$ cat config.mk
export PLATFORM = sky130hd
export DESIGN_NAME = wb_host_arb2
export DESIGN_NICKNAME = d
export VERILOG_FILES = /design/src/rtl/wb_arb_pkg.sv /design/src/rtl/wb_host_arb2.sv
export SDC_FILE = /design/constraint.sdc
export NUM_CORES = 1
export LEC_CHECK = 0
export ABC_AREA = 0
export BUFFER_PORTS_ARGS = -buffer_cell sky130_fd_sc_hd__buf_4
export CAP_MARGIN = 5
export CELL_PAD_IN_SITES_DETAIL_PLACEMENT = 0
export CELL_PAD_IN_SITES_GLOBAL_PLACEMENT = 1
export CORE_AREA = 2 2 130 132
export CTS_CLUSTER_DIAMETER = 30
export DETAILED_ROUTE_END_ITERATION = 7
export DIE_AREA = 0 0 132 134
export MAX_ROUTING_LAYER = met4
export PLACE_DENSITY_LB_ADDON = 0.1
export RECOVER_POWER = 100
export SYNTH_ARGS = -nofsm -noshare
export SYNTH_HDL_FRONTEND = slang
export SYNTH_SLANG_ARGS = --single-unit
$ cat constraint.sdc
create_clock -name app_clk -period 6.9 [get_ports app_clk]
set_input_delay 0.345 -clock app_clk [delete_from_list [all_inputs] [get_ports app_clk]]
set_output_delay 0.345 -clock app_clk [all_outputs]
set_load 0.005 [all_outputs]
$ cat src/rtl/wb_arb_pkg.sv
// Shared types for the two-master Wishbone arbiter.
package wb_arb_pkg;

  typedef enum logic {
    ARB_IDLE = 1'b0,
    ARB_BUSY = 1'b1
  } arb_state_t;

  localparam logic ARB_M0 = 1'b0;
  localparam logic ARB_M1 = 1'b1;

endpackage

$ cat src/rtl/wb_host_arb2.sv
// 2:1 Wishbone master arbiter: round-robin grant, one transaction in flight,
// bus watchdog that terminates a hung slave cycle with err to the master.
module wb_host_arb2
  import wb_arb_pkg::*;
#(
  parameter int AW = 32,
  parameter int DW = 32,
  parameter int TW = 16
) (
  input  logic            app_clk,
  input  logic            srst,
  input  logic            m0_stb_i,
  input  logic [AW-1:0]   m0_adr_i,
  input  logic            m0_we_i,
  input  logic [DW-1:0]   m0_dat_i,
  input  logic [DW/8-1:0] m0_sel_i,
  output logic [DW-1:0]   m0_dat_o,
  output logic            m0_ack_o,
  output logic            m0_err_o,
  input  logic            m1_stb_i,
  input  logic [AW-1:0]   m1_adr_i,
  input  logic            m1_we_i,
  input  logic [DW-1:0]   m1_dat_i,
  input  logic [DW/8-1:0] m1_sel_i,
  output logic [DW-1:0]   m1_dat_o,
  output logic            m1_ack_o,
  output logic            m1_err_o,
  output logic            s_cyc_o,
  output logic            s_stb_o,
  output logic [AW-1:0]   s_adr_o,
  output logic            s_we_o,
  output logic [DW-1:0]   s_dat_o,
  output logic [DW/8-1:0] s_sel_o,
  input  logic [DW-1:0]   s_dat_i,
  input  logic            s_ack_i,
  input  logic            s_err_i,
  input  logic [TW-1:0]   cfg_tmo,
  output logic            tmo_event,
  output logic            gnt_id
);

  arb_state_t    state, state_next;
  logic          gnt_next;
  logic          last_gnt, last_next;
  logic [TW-1:0] tmo_cnt, cnt_next;

  logic busy;
  logic gnt_stb;
  logic live;
  logic done_ack;
  logic done_err;
  logic tmo_hit;
  logic pick;

  // Registered arbiter state; m0 wins the first tie after reset.
  always_ff @(posedge app_clk) begin
    if (srst) begin
      state    <= ARB_IDLE;
      gnt_id   <= ARB_M0;
      last_gnt <= ARB_M1;
      tmo_cnt  <= '0;
    end else begin
      state    <= state_next;
      gnt_id   <= gnt_next;
      last_gnt <= last_next;
      tmo_cnt  <= cnt_next;
    end
  end

  // Grant pick, completion decode and next-state logic.
  always_comb begin
    busy    = (state == ARB_BUSY);
    gnt_stb = (gnt_id == ARB_M1) ? m1_stb_i : m0_stb_i;
    // A dropped strobe (abort) or reset suppresses any response to the master.
    live     = busy && gnt_stb && !srst;
    done_ack = live && s_ack_i;
    done_err = live && !s_ack_i && s_err_i;
    tmo_hit  = live && (cfg_tmo != '0) && (tmo_cnt == (cfg_tmo - TW'(1)))
               && !s_ack_i && !s_err_i;

    if (m0_stb_i && m1_stb_i) pick = ~last_gnt;
    else                      pick = m1_stb_i ? ARB_M1 : ARB_M0;

    state_next = state;
    gnt_next   = gnt_id;
    last_next  = last_gnt;
    cnt_next   = tmo_cnt;

    case (state)
      ARB_IDLE: begin
        if (m0_stb_i || m1_stb_i) begin
          state_next = ARB_BUSY;
          gnt_next   = pick;
          last_next  = pick;
          cnt_next   = '0;
        end
      end
      ARB_BUSY: begin
        if (!gnt_stb || done_ack || done_err || tmo_hit) state_next = ARB_IDLE;
        else                                             cnt_next   = tmo_cnt + TW'(1);
      end
      default: state_next = ARB_IDLE;
    endcase
  end

  // Slave-side request mux follows the registered grant.
  always_comb begin
    s_stb_o = busy;
    s_cyc_o = busy;
    if (gnt_id == ARB_M1) begin
      s_adr_o = m1_adr_i;
      s_we_o  = m1_we_i;
      s_dat_o = m1_dat_i;
      s_sel_o = m1_sel_i;
    end else begin
      s_adr_o = m0_adr_i;
      s_we_o  = m0_we_i;
      s_dat_o = m0_dat_i;
      s_sel_o = m0_sel_i;
    end
  end

  // Responses go only to the granted master; read data is broadcast.
  always_comb begin
    m0_dat_o  = s_dat_i;
    m1_dat_o  = s_dat_i;
    m0_ack_o  = done_ack && (gnt_id == ARB_M0);
    m1_ack_o  = done_ack && (gnt_id == ARB_M1);
    m0_err_o  = (done_err || tmo_hit) && (gnt_id == ARB_M0);
    m1_err_o  = (done_err || tmo_hit) && (gnt_id == ARB_M1);
    tmo_event = tmo_hit;
  end

endmodule

Yosys cells after proc, flatten, opt, wreduce, memory -nomap -nowiden
Index checks and enable logic that the tools add are counted.

Bits of input ports: 192. Register bits: 19. Output and inout bits: 141.

Reduce and logical (&&, ||, !) cells: 26. Muxes and demuxes: 13. Bitwise gates (word level): 3. $add $sub $neg: 2. Eq/ne operators: 3.

Operators with widths (number): two-way mux 32 bit (2); two-way mux 16 bit (2); case mux 16 bit (2 select lines) (1); adder 16 x 1 -> 16 bit (second input constant) (1); == test 16 bit (1); nonzero test 16 bit (1); subtractor 16 x 1 -> 16 bit (second input constant) (1); logical AND 1 bit (14); two-way mux 1 bit (6); logical OR 1 bit (5); logical NOT 1 bit (4); two-way mux 4 bit (1); inequality test 2 bit (second input constant) (2); AND reduction 2 bit (2); NOT 1 bit (3); case mux 1 bit (2 select lines) (1).

Logic depth before layout (Yosys ltp)
Depth after elaboration: 10. Depth in mapped cells: 14. Gate-level depth less buffers: 11.

Least setup slack after synthesis
OpenSTA, ideal clock, no wires.

Path kind: input port to output port. From: in cfg_tmo[0]. To: out tmo_event. Buffers on the path: 3. Path slack: 4.081 ns. Stages: 12. Arrival: 2.474 ns. Cell sequence: buf_6 inv_1 ha_1 nor3b_2 o2bb2a_4 a2111oi_4 nand3_2 nor4b_4 nand2_4 inv_6 buf_12 buf_12.

Longest elaborated chain between the ends: 5. Elaborated cells between the ends (all ways): 7. Classes of those cells: 1 x add/sub; 1 x eq/ne; 5 x reduce/logical.

RTL lines: start, declared (RTL line wb_host_arb2.sv:37) `input logic [TW-1:0] cfg_tmo,`; subtractor 16 x 1 -> 16 bit / nonzero test 16 bit (equally long branches) (RTL line wb_host_arb2.sv:78) `tmo_hit = live && (cfg_tmo != '0) && (tmo_cnt == (cfg_tmo - TW'(1)))`; == test 16 bit / logical AND 1 bit (equally long branches) (RTL line wb_host_arb2.sv:78); logical AND 1 bit * (RTL line wb_host_arb2.sv:78); logical AND 1 bit * (2 in a row) (RTL line wb_host_arb2.sv:79) `&& !s_ack_i && !s_err_i;`; end, declared (RTL line wb_host_arb2.sv:38) `output logic tmo_event,`.

Every way passes the cells marked *; elsewhere a longest branch is shown, timed or not.

Worst setup path in the final report
From: reg gnt_id. To: out tmo_event.

Longest elaborated chain between the ends: 7.

RTL lines: start, declared (RTL line wb_host_arb2.sv:39) `output logic gnt_id`; start signal, assigned (RTL line wb_host_arb2.sv:64) `gnt_id <= gnt_next;`; two-way mux 1 bit (RTL line wb_host_arb2.sv:73) `gnt_stb = (gnt_id == ARB_M1) ? m1_stb_i : m0_stb_i;`; logical AND 1 bit (2 in a row) (RTL line wb_host_arb2.sv:75) `live = busy && gnt_stb && !srst;`; logical AND 1 bit (2 in a row) (RTL line wb_host_arb2.sv:78); logical AND 1 bit (2 in a row) (RTL line wb_host_arb2.sv:79).

Every way passes these cells.

==> results.ini <==
[run_status]
outcome=complete, no violations

[yosys]
synth_seq_cells=19
async_flop_share_pct=0
post-synth-top-area-fraction_pct=25.5
synth_commonest_cells=mux2_2 (69), buf_4 (65), dfxtp_1 (19), nor2_1 (18)
syn_inst=357
syn-num-nets=552
synth_most_common_cell=mux2_2
ys_seq_area_share_pct=12.5
synth_area_sq_um=3050
post_synth_num_cell_types=67
ys.flop_type=dfxtp_1
synth_top_area_cell=mux2_2
yosys_warnings=0
avgSynthCellArea_sq_um=8.54
synth_edf_count=0
synth_area_leaders=mux2_2 (25%), buf_4 (16%), dfxtp_1 (12%)

[worst_setup_path]
worstPathArrival_ns=3.77
cpMaxStageDelayCell=buf_4
worst-path-max-fanout=76
path_class=flop to output port
slowest_delay_ns=0.69
crit_path_end_kind=output port
cp_common_cell=nor4b_1
required_ns=6.55
startpoint_type=flop
cp_cell_sequence=buf_4, mux2_1, nand2_1, nor3_1, nor4b_1, nor4b_1, nand2_4, clkinvlp_2, clkbuf_4

[power_and_ir_drop]
clockPowerShare_pct=26.8
ir_worst_vdd_v=0.0000671
swShare_pct=28.9
pwr-share-seq_pct=24.8
leakagePower_nw=1.83
netSwitchingPower_mw=0.132
p_int_mw=0.325
combPwrFrac_pct=48.4
power_density_nw_per_um2=103

[die]
die_w_um=132
start_util_pct=18.7
num_rows=47
io_pins=333
die_area_sq_um=17700
dieHeight_um=134
core_sq_um=16300

[hold_path]
hold_path_class=input pin to flop

[routing]
drt-vias-per-instance=4.26
drt_iter0_drc=70
first_pass_iters=4
drt-wirelength-per-cell_um=17.5
route.detailed.drc=0
routed_wl_um=12900
vias=3140
drtAntennaViolNets=0

[layout]
diodes=0
syn2layout_area_growth_pct=46.2
post-route-util_pct=27.4
finalNonFillerCells=737
nets=713
drive_gt1_share_pct=56.7

[clock_network]
numCtsBuffers=3
htreeDepth=1
clk_pin_slew_ns=0.06
cts_max_path_buffers=2
cts_tree=built
cts_resized=0
post_cts_buffers=0
cts_hold_buf=0
worstSkewPairLatency_ns=0.25
cts-root-buf=clkbuf_16
cts_sinks=19

[sta]
setup_violations=0
fin_crit_ns=4.11
setup_ws_ns=2.79
max_freq_mhz=243
fin_skew_ns=0.00148
slew_headroom_pct=36.0
fin_tns_setup_ns=0
finalHoldViolCount=0
worst_pin_slew_ns=0.960
rsz0062_at_grt=no
period_share_pct=59.6
slew_violations=0

[placed_design]
dp.cells=733
dp_slack_ns=3.69
place_congestion=0.764
portBuffers=236
dp_hpwl_um=11300

[global_route]
antenna_found_initial=0
grt_max_degree=77
overflow=0
grt_pass1_vias=3289
grt_use_total_pct=14.2
grt_pass1_wl_um=18900

[run]
drv_cap=0

-- worst paths after layout --
path / from / to / slack (ns) / cells past startpoint
worst min-delay path: srst / gnt_id / 0.33 / 2
worst max-delay path: gnt_id / tmo_event / 2.79 / 9
worst max register to register: gnt_id / tmo_cnt[14] / 3.14 / 10
worst min register to register: last_gnt / last_gnt / 0.49 / 1
-- through the flow --
step	power (mW)	hold WS, ns	cell area, sq um
6_report	0.458	0.335	4460
5_1_grt	0.486	0.348	4460
4_1_cts	0.483	0.336	4590
3_5_place_dp	0.357	0.482	4520
3_3_place_gp	0.358	0.471	4520
2_1_floorplan	0.238	0.460	3050
-- layout by cell type (no fill, tap or decap), types with 3 or more instances in the layout --
| master | n |
|---|---|
| inv_1 | 7 |
| nor4_1 | 3 |
| ha_1 | 3 |
| dfxtp_1 | 18 |
| a21oi_1 | 17 |
| nand2_1 | 17 |
| or3_1 | 10 |
| clkbuf_16 | 3 |
| and3_1 | 5 |
| nand3_1 | 8 |
| or4_1 | 4 |
| nor2_1 | 18 |
| nor4b_1 | 3 |
| nand2b_1 | 4 |
| o21ai_1 | 7 |
| mux2_2 | 65 |
| o31ai_1 | 5 |
| clkbuf_4 | 41 |
| mux2_1 | 5 |
| nor3_1 | 6 |
| a21oi_2 | 4 |
| xnor2_1 | 13 |
| xor2_1 | 5 |
| clkbuf_1 | 32 |
| nand4_1 | 3 |
| buf_4 | 165 |
-- cell families after synthesis --
| group | after synthesis | share of synthesized area [%] |
|---|---|---|
| AOI/OAI and AO/OA | 59 | 14.7 |
| xor gates and xnor gates | 19 | 5.95 |
| adders and majority gates | 3 | 1.23 |
| buffers and inverters | 89 | 20.5 |
| DFF | 19 | 12.5 |
| muxes | 70 | 25.8 |
| and+or+nand+nor | 98 | 19.3 |
-- final cells by class --
class / instances / area (sq um)
Clock buffer: 4 / 78.8
Fill cell: 1795 / 11800
Inverter: 8 / 31.3
Multi-Input combinational cell: 249 / 2030
Sequential cell: 19 / 382
Tap cell: 220 / 275
Timing Repair Buffer: 237 / 1660
-- worst max-delay path: cells and delay by family (launching register included) --
family	cells	cell delay, ns
flops	1	0.31
simple gates	5	1.36
mux	1	0.25
buf+inv	3	1.59
-- routing by layer --
metal | GRT usage (%) | wire length (um)
met5 | - | 0
met4 | 4.17 | 255
met3 | 2.76 | 749
met2 | 26.9 | 7170
met1 | 14.8 | 4720
-- power groups by stage --
stage / Clock (mW) / Combinational, mW / Sequential, mW
final: 0.123 / 0.221 / 0.113
after global routing: 0.132 / 0.240 / 0.114
after CTS: 0.128 / 0.242 / 0.113
after detailed placement: 0 / 0.241 / 0.116
after global placement: 0 / 0.242 / 0.116
after floorplan: 0 / 0.122 / 0.116
-- registers in the layout, indices dropped and copies added (netlist names) --
signal	cells
s_cyc_o	1
gnt_id	1
last_gnt	1
tmo_cnt	16
No activity file was read; power rests on OpenSTA's default activity.
